$ cat config.mk
export PLATFORM = sky130hd
export DESIGN_NAME = div_ctrl
export DESIGN_NICKNAME = d
export VERILOG_FILES = /design/src/rtl/div_ctrl.sv
export SDC_FILE = /design/constraint.sdc
export NUM_CORES = 1
export LEC_CHECK = 0
export BUFFER_PORTS_ARGS = -buffer_cell sky130_fd_sc_hd__clkbuf_2
export CAP_MARGIN = 0
export CORE_ASPECT_RATIO = 2
export CORE_MARGIN = 3
export CORE_UTILIZATION = 50
export CTS_CLUSTER_DIAMETER = 80
export DETAILED_ROUTE_END_ITERATION = 10
export PLACE_DENSITY = 0.69
export SLEW_MARGIN = 20
export SYNTH_ARGS = -nofsm -noshare
export SYNTH_HDL_FRONTEND = slang
export SYNTH_SLANG_ARGS = --single-unit
$ cat constraint.sdc
create_clock -name clk -period 7.1 [get_ports clk]
set_input_delay 2.13 -clock clk [delete_from_list [all_inputs] [get_ports clk]]
set_output_delay 2.13 -clock clk [all_outputs]
set_load 0.03 [all_outputs]
$ cat src/rtl/div_ctrl.sv
// Iterative 32-bit integer divider controller (DIV/DIVU).
// Restoring shift-subtract on operand magnitudes, one quotient bit per cycle,
// with sign fix-up applied when the result is loaded.
module div_ctrl (
  input  logic        clk,
  input  logic        rst,
  input  logic        start,
  input  logic        signed_div,
  input  logic        annul,
  input  logic [31:0] a,
  input  logic [31:0] b,
  output logic [63:0] result,
  output logic        ready,
  output logic        busy
);

  localparam logic [1:0] ST_IDLE = 2'd0;
  localparam logic [1:0] ST_RUN  = 2'd1;
  localparam logic [1:0] ST_DONE = 2'd2;

  logic [1:0]  r_state;
  logic [5:0]  r_cnt;
  logic [31:0] r_rem;
  logic [31:0] r_quo;
  logic [31:0] r_div;
  logic [31:0] r_a;
  logic        r_neg_q;
  logic        r_neg_r;
  logic        r_zero;
  logic [63:0] r_result;
  logic        r_ready;

  logic [31:0] w_a_mag;
  logic [31:0] w_b_mag;
  logic [32:0] w_trial;
  logic [31:0] w_quo_fix;
  logic [31:0] w_rem_fix;

  // Operand magnitudes, trial subtraction and signed fix-up of the final values.
  always_comb begin
    w_a_mag   = (signed_div && a[31]) ? (32'd0 - a) : a;
    w_b_mag   = (signed_div && b[31]) ? (32'd0 - b) : b;
    // Partial remainder shifted left with the next dividend bit, minus divisor.
    w_trial   = {r_rem, r_quo[31]} - {1'b0, r_div};
    w_quo_fix = r_neg_q ? (32'd0 - r_quo) : r_quo;
    w_rem_fix = r_neg_r ? (32'd0 - r_rem) : r_rem;
  end

  // Control FSM, datapath registers and registered result/ready.
  always_ff @(posedge clk or negedge rst) begin
    if (!rst) begin
      r_state  <= ST_IDLE;
      r_cnt    <= 6'd0;
      r_rem    <= 32'd0;
      r_quo    <= 32'd0;
      r_div    <= 32'd0;
      r_a      <= 32'd0;
      r_neg_q  <= 1'b0;
      r_neg_r  <= 1'b0;
      r_zero   <= 1'b0;
      r_result <= 64'd0;
      r_ready  <= 1'b0;
    end else begin
      r_ready <= 1'b0;
      if (annul) begin
        // Flush wins over everything, including a same-cycle start.
        r_state <= ST_IDLE;
        r_cnt   <= 6'd0;
      end else begin
        case (r_state)
          ST_IDLE: begin
            if (start) begin
              r_a     <= a;
              r_div   <= w_b_mag;
              r_quo   <= w_a_mag;
              r_rem   <= 32'd0;
              r_neg_q <= signed_div & (a[31] ^ b[31]);
              r_neg_r <= signed_div & a[31];
              r_zero  <= (b == 32'd0);
              r_cnt   <= 6'd0;
              r_state <= (b == 32'd0) ? ST_DONE : ST_RUN;
            end
          end
          ST_RUN: begin
            // r_quo doubles as the dividend shift register; quotient bits enter at LSB.
            if (!w_trial[32]) begin
              r_rem <= w_trial[31:0];
              r_quo <= {r_quo[30:0], 1'b1};
            end else begin
              r_rem <= {r_rem[30:0], r_quo[31]};
              r_quo <= {r_quo[30:0], 1'b0};
            end
            if (r_cnt == 6'd31) begin
              r_cnt   <= 6'd0;
              r_state <= ST_DONE;
            end else begin
              r_cnt <= r_cnt + 6'd1;
            end
          end
          ST_DONE: begin
            r_result <= r_zero ? {r_a, 32'hFFFF_FFFF} : {w_rem_fix, w_quo_fix};
            r_ready  <= 1'b1;
            r_state  <= ST_IDLE;
          end
          default: begin
            r_state <= ST_IDLE;
            r_cnt   <= 6'd0;
          end
        endcase
      end
    end
  end

  // Outputs depend only on registered state.
  always_comb begin
    result = r_result;
    ready  = r_ready;
    busy   = (r_state != ST_IDLE);
  end

endmodule
==> results.json, run 1 <==
{
  "status": "completed",
  "drv_slew": 0,
  "fin_crit_sh": 0.616,
  "synth_edf_count": 0,
  "p_per_area_nw_per_um2": 485,
  "drt-vias-per-instance": 5.69,
  "reg2reg_from": "r_rem[23]",
  "grt_start_max_net_pins": 110,
  "synth-async-reset-ratio": 1.00,
  "timing.fmax_ghz": 0.229,
  "synth_nets": 1680,
  "yosys.area.top_type_share": 0.396,
  "cp_cell_sequence": "clkbuf_2, or4_1, or4_4, nor3_1, nand3_1, nor4_1, a21oi_1, nor2_1",
  "areaGrowthSynthToFinish_pct": 12.1,
  "grt_pass1_wl_mm": 56.7,
  "crit_path_end_kind": "flop",
  "root_buffer": "clkbuf_16",
  "cts_resized": 0,
  "maxCapViolations": 0,
  "vias": 11400,
  "clk_pin_slew_worst_paths_ns": 0.06,
  "post-cts-setup-buffer-count": 0,
  "rsz0062_at_grt": "false",
  "synth_ff_type": "dfrtp_1",
  "yosysWarnings": 0,
  "clock_latency_ns": 0.51,
  "place_hpwl_mm": 27.0,
  "final_nets": 1762,
  "tightest_slew_ns": 1.11,
  "worstHoldPathType": "flop to flop",
  "synth-seq-area-share": 0.396,
  "grt_pass1_vias": 11400,
  "crit_arrival_ns": 4.81,
  "drcViolationCount": 0,
  "peakVddDrop_mv": 0.183,
  "reg2reg_depth": 9,
  "path_max_fanout": 5,
  "synthTopCellsByArea": "dfrtp_1 (40%), nand2_1 (8.6%), o21ai_0 (6.2%), xor2_1 (5.2%), xnor2_1 (4.8%)",
  "fin_worst_skew_ns": 0.0178,
  "hp-start": "result[30]",
  "critical_path_class": "input port to flop",
  "filler_cell_count": 2401,
  "initial_utilization": 0.511,
  "synth_area_um2": 12900,
  "cts_buffers": 20,
  "core_area_um2": 25200,
  "postCtsHoldBufs": 0,
  "port_buffers": 134,
  "place_area_um2": 13800,
  "postSynthAreaPerCell_um2": 8.20,
  "io_pins": 135,
  "r2r-end": "r_rem[29]",
  "drt_iter0_drc": 629,
  "min_path_cells": 2,
  "netlist.top_cell.by_area": "dfrtp_1",
  "crit_slowest_cell": "or4_1",
  "die_h_um": 233,
  "ant_nets": 0,
  "setup_viol": 0,
  "clock-sinks": 204,
  "rrSetupSlack_ns": 3.02,
  "worstPathRequired_ns": 7.53,
  "syn_inst": 1573,
  "startpoint_type": "input port",
  "drtPass1Iterations": 5,
  "grt_usage": 0.252,
  "max_stage_delay_ns": 0.59,
  "dieArea_um2": 27900,
  "min_period_ns": 4.37,
  "ctsLongestPathBuffers": 3,
  "gp_congestion": 0.895,
  "yosys-top-cells-count": "nand2_1 (297), dfrtp_1 (204), o21ai_0 (161)",
  "max-slew-margin-rel": 0.262,
  "p_leak_nw": 6.55,
  "ys_ff_latch": 204,
  "totalWireLength_mm": 35.3,
  "h-tree-depth": 1,
  "drive_above_1_share": 0.122,
  "cts_tree": "yes",
  "antenna_found_initial": 1,
  "overflow": 0,
  "hold_end": "result[30]",
  "stdcell_area_um2": 14500,
  "ys_types": 64,
  "yosysMostFrequentCell": "nand2_1",
  "fin_tns_setup_ns": 0,
  "rows": 82,
  "die_w_um": 120,
  "finalHoldViolations": 0,
  "wl_per_cell_um": 17.6
}
==> cell type report <==
type / count / area [um2] / area share
repair buffers: 144 / 807 / 0.0558
inverters: 57 / 214 / 0.0148
clock inverters: 7 / 37.5 / 0.00259
multi-input cells: 1228 / 7290 / 0.504
diodes: 1 / 2.50 / 0.000173
flip-flops and latches: 204 / 5110 / 0.353
well taps: 336 / 420 / 0.0291
clock buffers: 28 / 592 / 0.0409
==> through the flow <==
step                      worst slack [ns]  hold WS [ns]  cells  power (mW)   util
final                                 2.73         0.473   2005        7.02  0.573
after global routing                  2.56         0.492   2005        7.60  0.573
after floorplan                       2.75         0.438   1573        4.94      -
after global placement                2.22         0.458   1967        5.89  0.546
after CTS                             2.72         0.480   2002        7.02  0.571
after detailed placement              2.20         0.456   1967        5.98  0.546
==> worst max-delay path, delay by kind of cell <==
| family | cells | cell delay [ns] |
|---|---|---|
| AND/OR/NAND/NOR | 6 | 2.42 |
| AO/OA/AOI/OAI | 1 | 0.16 |
| buffers and inverters | 1 | 0.10 |
==> where the power goes <==
group	switching (mW)	internal [mW]
registers	0.511	1.66
clock network	0.453	0.582
logic	2.38	1.44
==> worst max-delay path by stage <==
stage / startpoint / endpoint / slack (ns) / cells after the start
floorplan: a[8] / r_quo[27] / 2.75 / 8
global placement: b[8] / r_state[1] / 2.22 / 8
detailed placement: b[8] / r_state[1] / 2.20 / 8
CTS: b[8] / r_state[1] / 2.72 / 8
global route: b[8] / r_state[0] / 2.56 / 7
finish: b[8] / r_state[1] / 2.73 / 8
==> layout by cell type, fill, tap and decap left out, drive strengths merged, types with 6 or more instances in the layout <==
| cell type | netlist | routed |
|---|---|---|
| nand2 | 297 | 297 |
| dfrtp | 204 | 204 |
| o21ai | 189 | 189 |
| clkbuf | 73 | 162 |
| nor2 | 122 | 122 |
| a21oi | 111 | 111 |
| xor2 | 77 | 77 |
| xnor2 | 70 | 70 |
| inv | 57 | 57 |
| ha | 37 | 37 |
| o31ai | 34 | 34 |
| mux2i | 28 | 28 |
| nor3 | 25 | 25 |
| nand3 | 24 | 24 |
| a31oi | 20 | 20 |
| or3 | 18 | 18 |
| or4 | 18 | 18 |
| a21o | 14 | 14 |
| o211ai | 13 | 13 |
| a211oi | 12 | 12 |
| nor4 | 11 | 11 |
| o41ai | 11 | 11 |
| buf | 11 | 10 |
| nand4 | 9 | 9 |
| o221ai | 8 | 8 |
| or2 | 8 | 8 |
| o21a | 7 | 7 |
| nand2b | 7 | 7 |
| and3 | 7 | 7 |
| clkinv | 0 | 6 |
| nor2b | 6 | 6 |
==> layer usage <==
layer / wire length [um] / GRT usage
met4: 1750 / 0.132
met2: 19800 / 0.507
met1: 12500 / 0.248
met5: 0 / 0
met3: 1280 / 0.0230
==> logic make-up after synthesis <==
kind of cell / Yosys count / share of synthesized area
AND/OR/NAND/NOR: 561 / 0.192
AO/OA/AOI/OAI: 453 / 0.210
flip-flops: 204 / 0.396
XOR/XNOR: 147 / 0.0998
buffers and inverters: 141 / 0.0420
adder cells (fa/ha/maj): 38 / 0.0374
multiplexers: 29 / 0.0226
==> sequential cells by signal, indices dropped and copies added (netlist names) <==
name,flops
r_a,32
r_neg_r,1
r_quo,32
result,64
ready,1
r_state,2
r_div,32
r_neg_q,1
r_rem,32
r_cnt,6
r_zero,1
(Power assumes the default switching activity.)
==> inputs of run 2 (changes only) <==
PLACE_DENSITY = 0.72   (was 0.69)
clock period = 3.6 ns   (was 7.1 ns; I/O delays follow)
==> results.json, run 2 (synthesized netlist as in run 1, its figures left out) <==
{
  "status": "completed",
  "gp_congestion": 0.945,
  "drtPass1Iterations": 7,
  "h-tree-depth": 1,
  "ant_nets": 0,
  "clkPwrFrac": 0.148,
  "peakVddDrop_mv": 0.391,
  "overflow": 0,
  "die_w_um": 120,
  "cts_resized": 0,
  "max-slew-margin-rel": 0.325,
  "dieArea_um2": 27900,
  "comb_power_share": 0.550,
  "tightest_slew_ns": 1.01,
  "final_cell_mix": "nand2_1 (295), dfrtp_1 (203), o21ai_0 (161), clkbuf_2 (133), nor2_1 (120)",
  "swShare": 0.472,
  "grt_pass1_wl_mm": 57.3,
  "root_buffer": "clkbuf_16",
  "wl_per_cell_um": 17.2,
  "die_h_um": 233,
  "worstHoldPathType": "flop to flop",
  "grt_start_max_net_pins": 85,
  "post-cts-setup-buffer-count": 0,
  "drv_slew": 0,
  "final_nets": 1802,
  "maxCapViolations": 0,
  "finalHoldViolations": 0,
  "p_int_mw": 7.43,
  "clock_latency_ns": 0.50,
  "fin_tns_setup_ns": 0,
  "final_common_cell": "nand2_1",
  "drive_above_1_share": 0.142,
  "rows": 82,
  "cts_buffers": 21,
  "port_buffers": 134,
  "core_area_um2": 25200,
  "drt_iter0_drc": 534,
  "setup_viol": 0,
  "timing.fmax_ghz": 0.309,
  "largest_register_ffs": 64,
  "crit_arrival_ns": 3.65,
  "final_util": 0.586,
  "clock-sinks": 204,
  "path_max_fanout": 8,
  "place_hpwl_mm": 27.8,
  "initial_utilization": 0.511,
  "min_period_ns": 3.24,
  "grt_usage": 0.253,
  "fin_crit_sh": 0.900,
  "p_per_area_nw_per_um2": 953,
  "dp.cells": 2008,
  "rsz0062_at_grt": "false",
  "ctsLongestPathBuffers": 3,
  "seq_power_share": 0.302,
  "diodes": 0,
  "power_switching_mw": 6.66,
  "postCtsHoldBufs": 0,
  "p_leak_nw": 6.75,
  "clk_pin_slew_worst_paths_ns": 0.06,
  "areaGrowthSynthToFinish_pct": 14.6,
  "grt_pass1_vias": 11400,
  "antenna_found_initial": 0,
  "critical_path_class": "flop to flop",
  "worstPathRequired_ns": 4.01,
  "fin_cells": 2044,
  "drcViolationCount": 0,
  "startpoint_type": "flop",
  "vias": 11600,
  "fin_worst_skew_ns": 0.0104,
  "cts_tree": "yes",
  "io_pins": 135,
  "crit_path_end_kind": "flop",
  "drt-vias-per-instance": 5.65,
  "totalWireLength_mm": 35.2
}
## run 2: changes by cell type in the layout (fill, tap and decap cells not counted), sizes merged
cell    previous run  this run
buf               10        49
bufinv             0         1
diode              1         0
## run 2: final cells by class
| class | instances | area (um2) |
|---|---|---|
| Clock buffer | 28 | 572 |
| Clock inverter | 8 | 71.3 |
| Fill cell | 2390 | 10500 |
| Inverter | 57 | 214 |
| Multi-Input combinational cell | 1228 | 7290 |
| Sequential cell | 204 | 5110 |
| Tap cell | 336 | 420 |
| Timing Repair Buffer | 183 | 1110 |
## run 2: critical path, cell delays in order (launching register included)
cell	delay, ns
dfrtp_1	0.38
inv_1	0.12
ha_1	0.25
fa_1	0.41
nand2b_1	0.19
a21o_1	0.21
a211o_1	0.35
a21oi_1	0.23
nor3_2	0.13
nor2_4	0.30
nand2_1	0.30
o221ai_1	0.26
## run 2: per-layer routing
metal,part of all wire,vias to the layer above,GRT usage
met2,0.56,279,0.502
met1,0.36,5435,0.256
met4,0.052,0,0.131
li1,-,5742,-
met3,0.035,101,0.0213
met5,0,-,0
## run 2: per-stage QoR
step	area, um2	hold WS (ns)	total power [mW]	setup slack [ns]
2_1_floorplan	12900	0.438	9.75	0.302
3_3_place_gp	14100	0.453	11.9	0.0421
3_5_place_dp	14100	0.457	12.0	0.0358
4_1_cts	14800	0.480	14.2	0.342
5_1_grt	14800	0.493	15.2	0.177
6_report	14800	0.477	14.1	0.360
## run 2: path summary, 6_finish.rpt
path	from	to	slack (ns)	cells past startpoint
max reg2reg	r_quo[31]	r_rem[25]	0.36	11
min in group asynchronous	rst	r_rem[3]	0.62	1
min reg2reg	r_div[16]	r_div[16]	0.48	2
max	r_quo[31]	r_rem[25]	0.36	11
max in group asynchronous	rst	r_rem[25]	2.24	2
min	r_div[16]	r_div[16]	0.48	2
## run 2: power by group through the flow
stage	combinational [mW]	sequential (mW)	clock [mW]
2_1_floorplan	5.16	4.59	0
3_3_place_gp	7.63	4.23	0
3_5_place_dp	7.77	4.26	0
4_1_cts	7.80	4.23	2.13
5_1_grt	8.63	4.37	2.22
6_report	7.75	4.25	2.09
==> inputs of run 3 (changes only) <==
REMOVE_ABC_BUFFERS = 1   (was default)
==> results.json, run 3 (synthesized netlist as in run 1, its figures left out) <==
{
  "status": "completed",
  "dieArea_um2": 27900,
  "cts_tree": "yes",
  "rsz0062_at_grt": "false",
  "totalWireLength_mm": 35.0,
  "maxCapViolations": 0,
  "root_buffer": "clkbuf_16",
  "final_nets": 1797,
  "p_leak_nw": 6.72,
  "port_buffers": 134,
  "clock-sinks": 204,
  "cts_buffers": 19,
  "grt_pass1_vias": 11600,
  "drtPass1Iterations": 7,
  "max-slew-margin-rel": 0.360,
  "min_period_ns": 3.36,
  "initial_utilization": 0.511,
  "cp_cell_sequence": "inv_1, ha_1, fa_1, nand2b_1, a21o_1, a211oi_1, o21ai_0, a21oi_1, mux2_2, mux2i_1, a211oi_1",
  "rows": 82,
  "ant_nets": 0,
  "crit_top_cell": "a211oi_1",
  "timing.fmax_ghz": 0.297,
  "final_common_cell": "nand2_1",
  "setup_viol": 0,
  "crit_arrival_ns": 3.74,
  "areaGrowthSynthToFinish_pct": 14.3,
  "wl_per_cell_um": 17.2,
  "core_area_um2": 25200,
  "h-tree-depth": 1,
  "clock_latency_ns": 0.50,
  "startpoint_type": "flop",
  "worstHoldPathType": "flop to flop",
  "vias": 11700,
  "dpl_worst_slack_ns": 0.0131,
  "grt_pass1_wl_mm": 56.9,
  "drt-vias-per-instance": 5.72,
  "postCtsHoldBufs": 0,
  "max_stage_delay_ns": 0.50,
  "ctsLongestPathBuffers": 3,
  "crit_path_end_kind": "flop",
  "place_hpwl_mm": 26.9,
  "finalHoldViolations": 0,
  "crit_slowest_cell": "a211oi_1",
  "die_h_um": 233,
  "peakVddDrop_mv": 0.313,
  "final_cell_mix": "nand2_1 (295), dfrtp_1 (203), o21ai_0 (161), clkbuf_2 (133), nor2_1 (119)",
  "drt_iter0_drc": 744,
  "tightest_slew_ns": 0.959,
  "p_per_area_nw_per_um2": 949,
  "largest_register_ffs": 64,
  "cts_resized": 0,
  "fin_worst_skew_ns": 0.0121,
  "worstPathRequired_ns": 3.97,
  "antenna_found_initial": 1,
  "grt_usage": 0.251,
  "finalPower_mw": 14.0,
  "grt_start_max_net_pins": 95,
  "path_max_fanout": 4,
  "io_pins": 135,
  "drv_slew": 0,
  "critical_path_class": "flop to flop",
  "hold_slack_ns": 0.468,
  "drive_above_1_share": 0.139,
  "fin_crit_sh": 0.934,
  "overflow": 0,
  "fin_tns_setup_ns": 0,
  "drcViolationCount": 0,
  "die_w_um": 120,
  "post-cts-setup-buffer-count": 0,
  "gp_congestion": 0.892,
  "layout_setup_ws_ns": 0.237,
  "clk_pin_slew_worst_paths_ns": 0.07
}
## run 3: cell type report
type | instances | area (um2)
Inverter | 57 | 214
Tap cell | 336 | 420
Sequential cell | 204 | 5110
Clock buffer | 28 | 569
Clock inverter | 3 | 67.6
Antenna cell | 1 | 2.50
Fill cell | 2299 | 10500
Multi-Input combinational cell | 1228 | 7290
Timing Repair Buffer | 180 | 1070
## run 3: worst max-delay path: cells and delay by family (launching register included)
family	cells	cell delay, ns
AND/OR/NAND/NOR	1	0.19
multiplexers	2	0.52
flip-flops	1	0.40
buffers and inverters	1	0.12
adder cells (fa/ha/maj)	2	0.66
AO/OA/AOI/OAI	5	1.34
## run 3: final timing paths
check / start / end / slack [ns] / depth (start not counted)
max: r_quo[31] / r_rem[24] / 0.24 / 11
min: result[30] / result[30] / 0.47 / 2
max reg2reg: r_quo[31] / r_rem[24] / 0.24 / 11
min reg2reg: result[30] / result[30] / 0.47 / 2
max in group asynchronous: rst / r_div[28] / 2.17 / 2
min in group asynchronous: rst / r_div[3] / 0.58 / 1
## run 3: report_power, final
part / total [mW] / leakage [nW] / internal, mW / switching [mW]
Sequential: 4.22 / 2.58 / 3.27 / 0.947
Combinational: 7.67 / 3.83 / 2.92 / 4.74
Clock: 2.11 / 0.309 / 1.23 / 0.874
## run 3: metrics by stage
stage | util | instances | cell area (um2)
floorplan | - | 1489 | 12600
global placement | 0.558 | 2004 | 14100
detailed placement | 0.558 | 2004 | 14100
CTS | 0.583 | 2035 | 14700
global route | 0.584 | 2037 | 14700
finish | 0.584 | 2037 | 14700
## run 3: layer usage
metal	global-route usage	wire length, um	share of wire
met1	0.252	12500	0.36
met4	0.129	1750	0.050
met5	0	0	0
met3	0.0182	1040	0.030
met2	0.502	19700	0.56
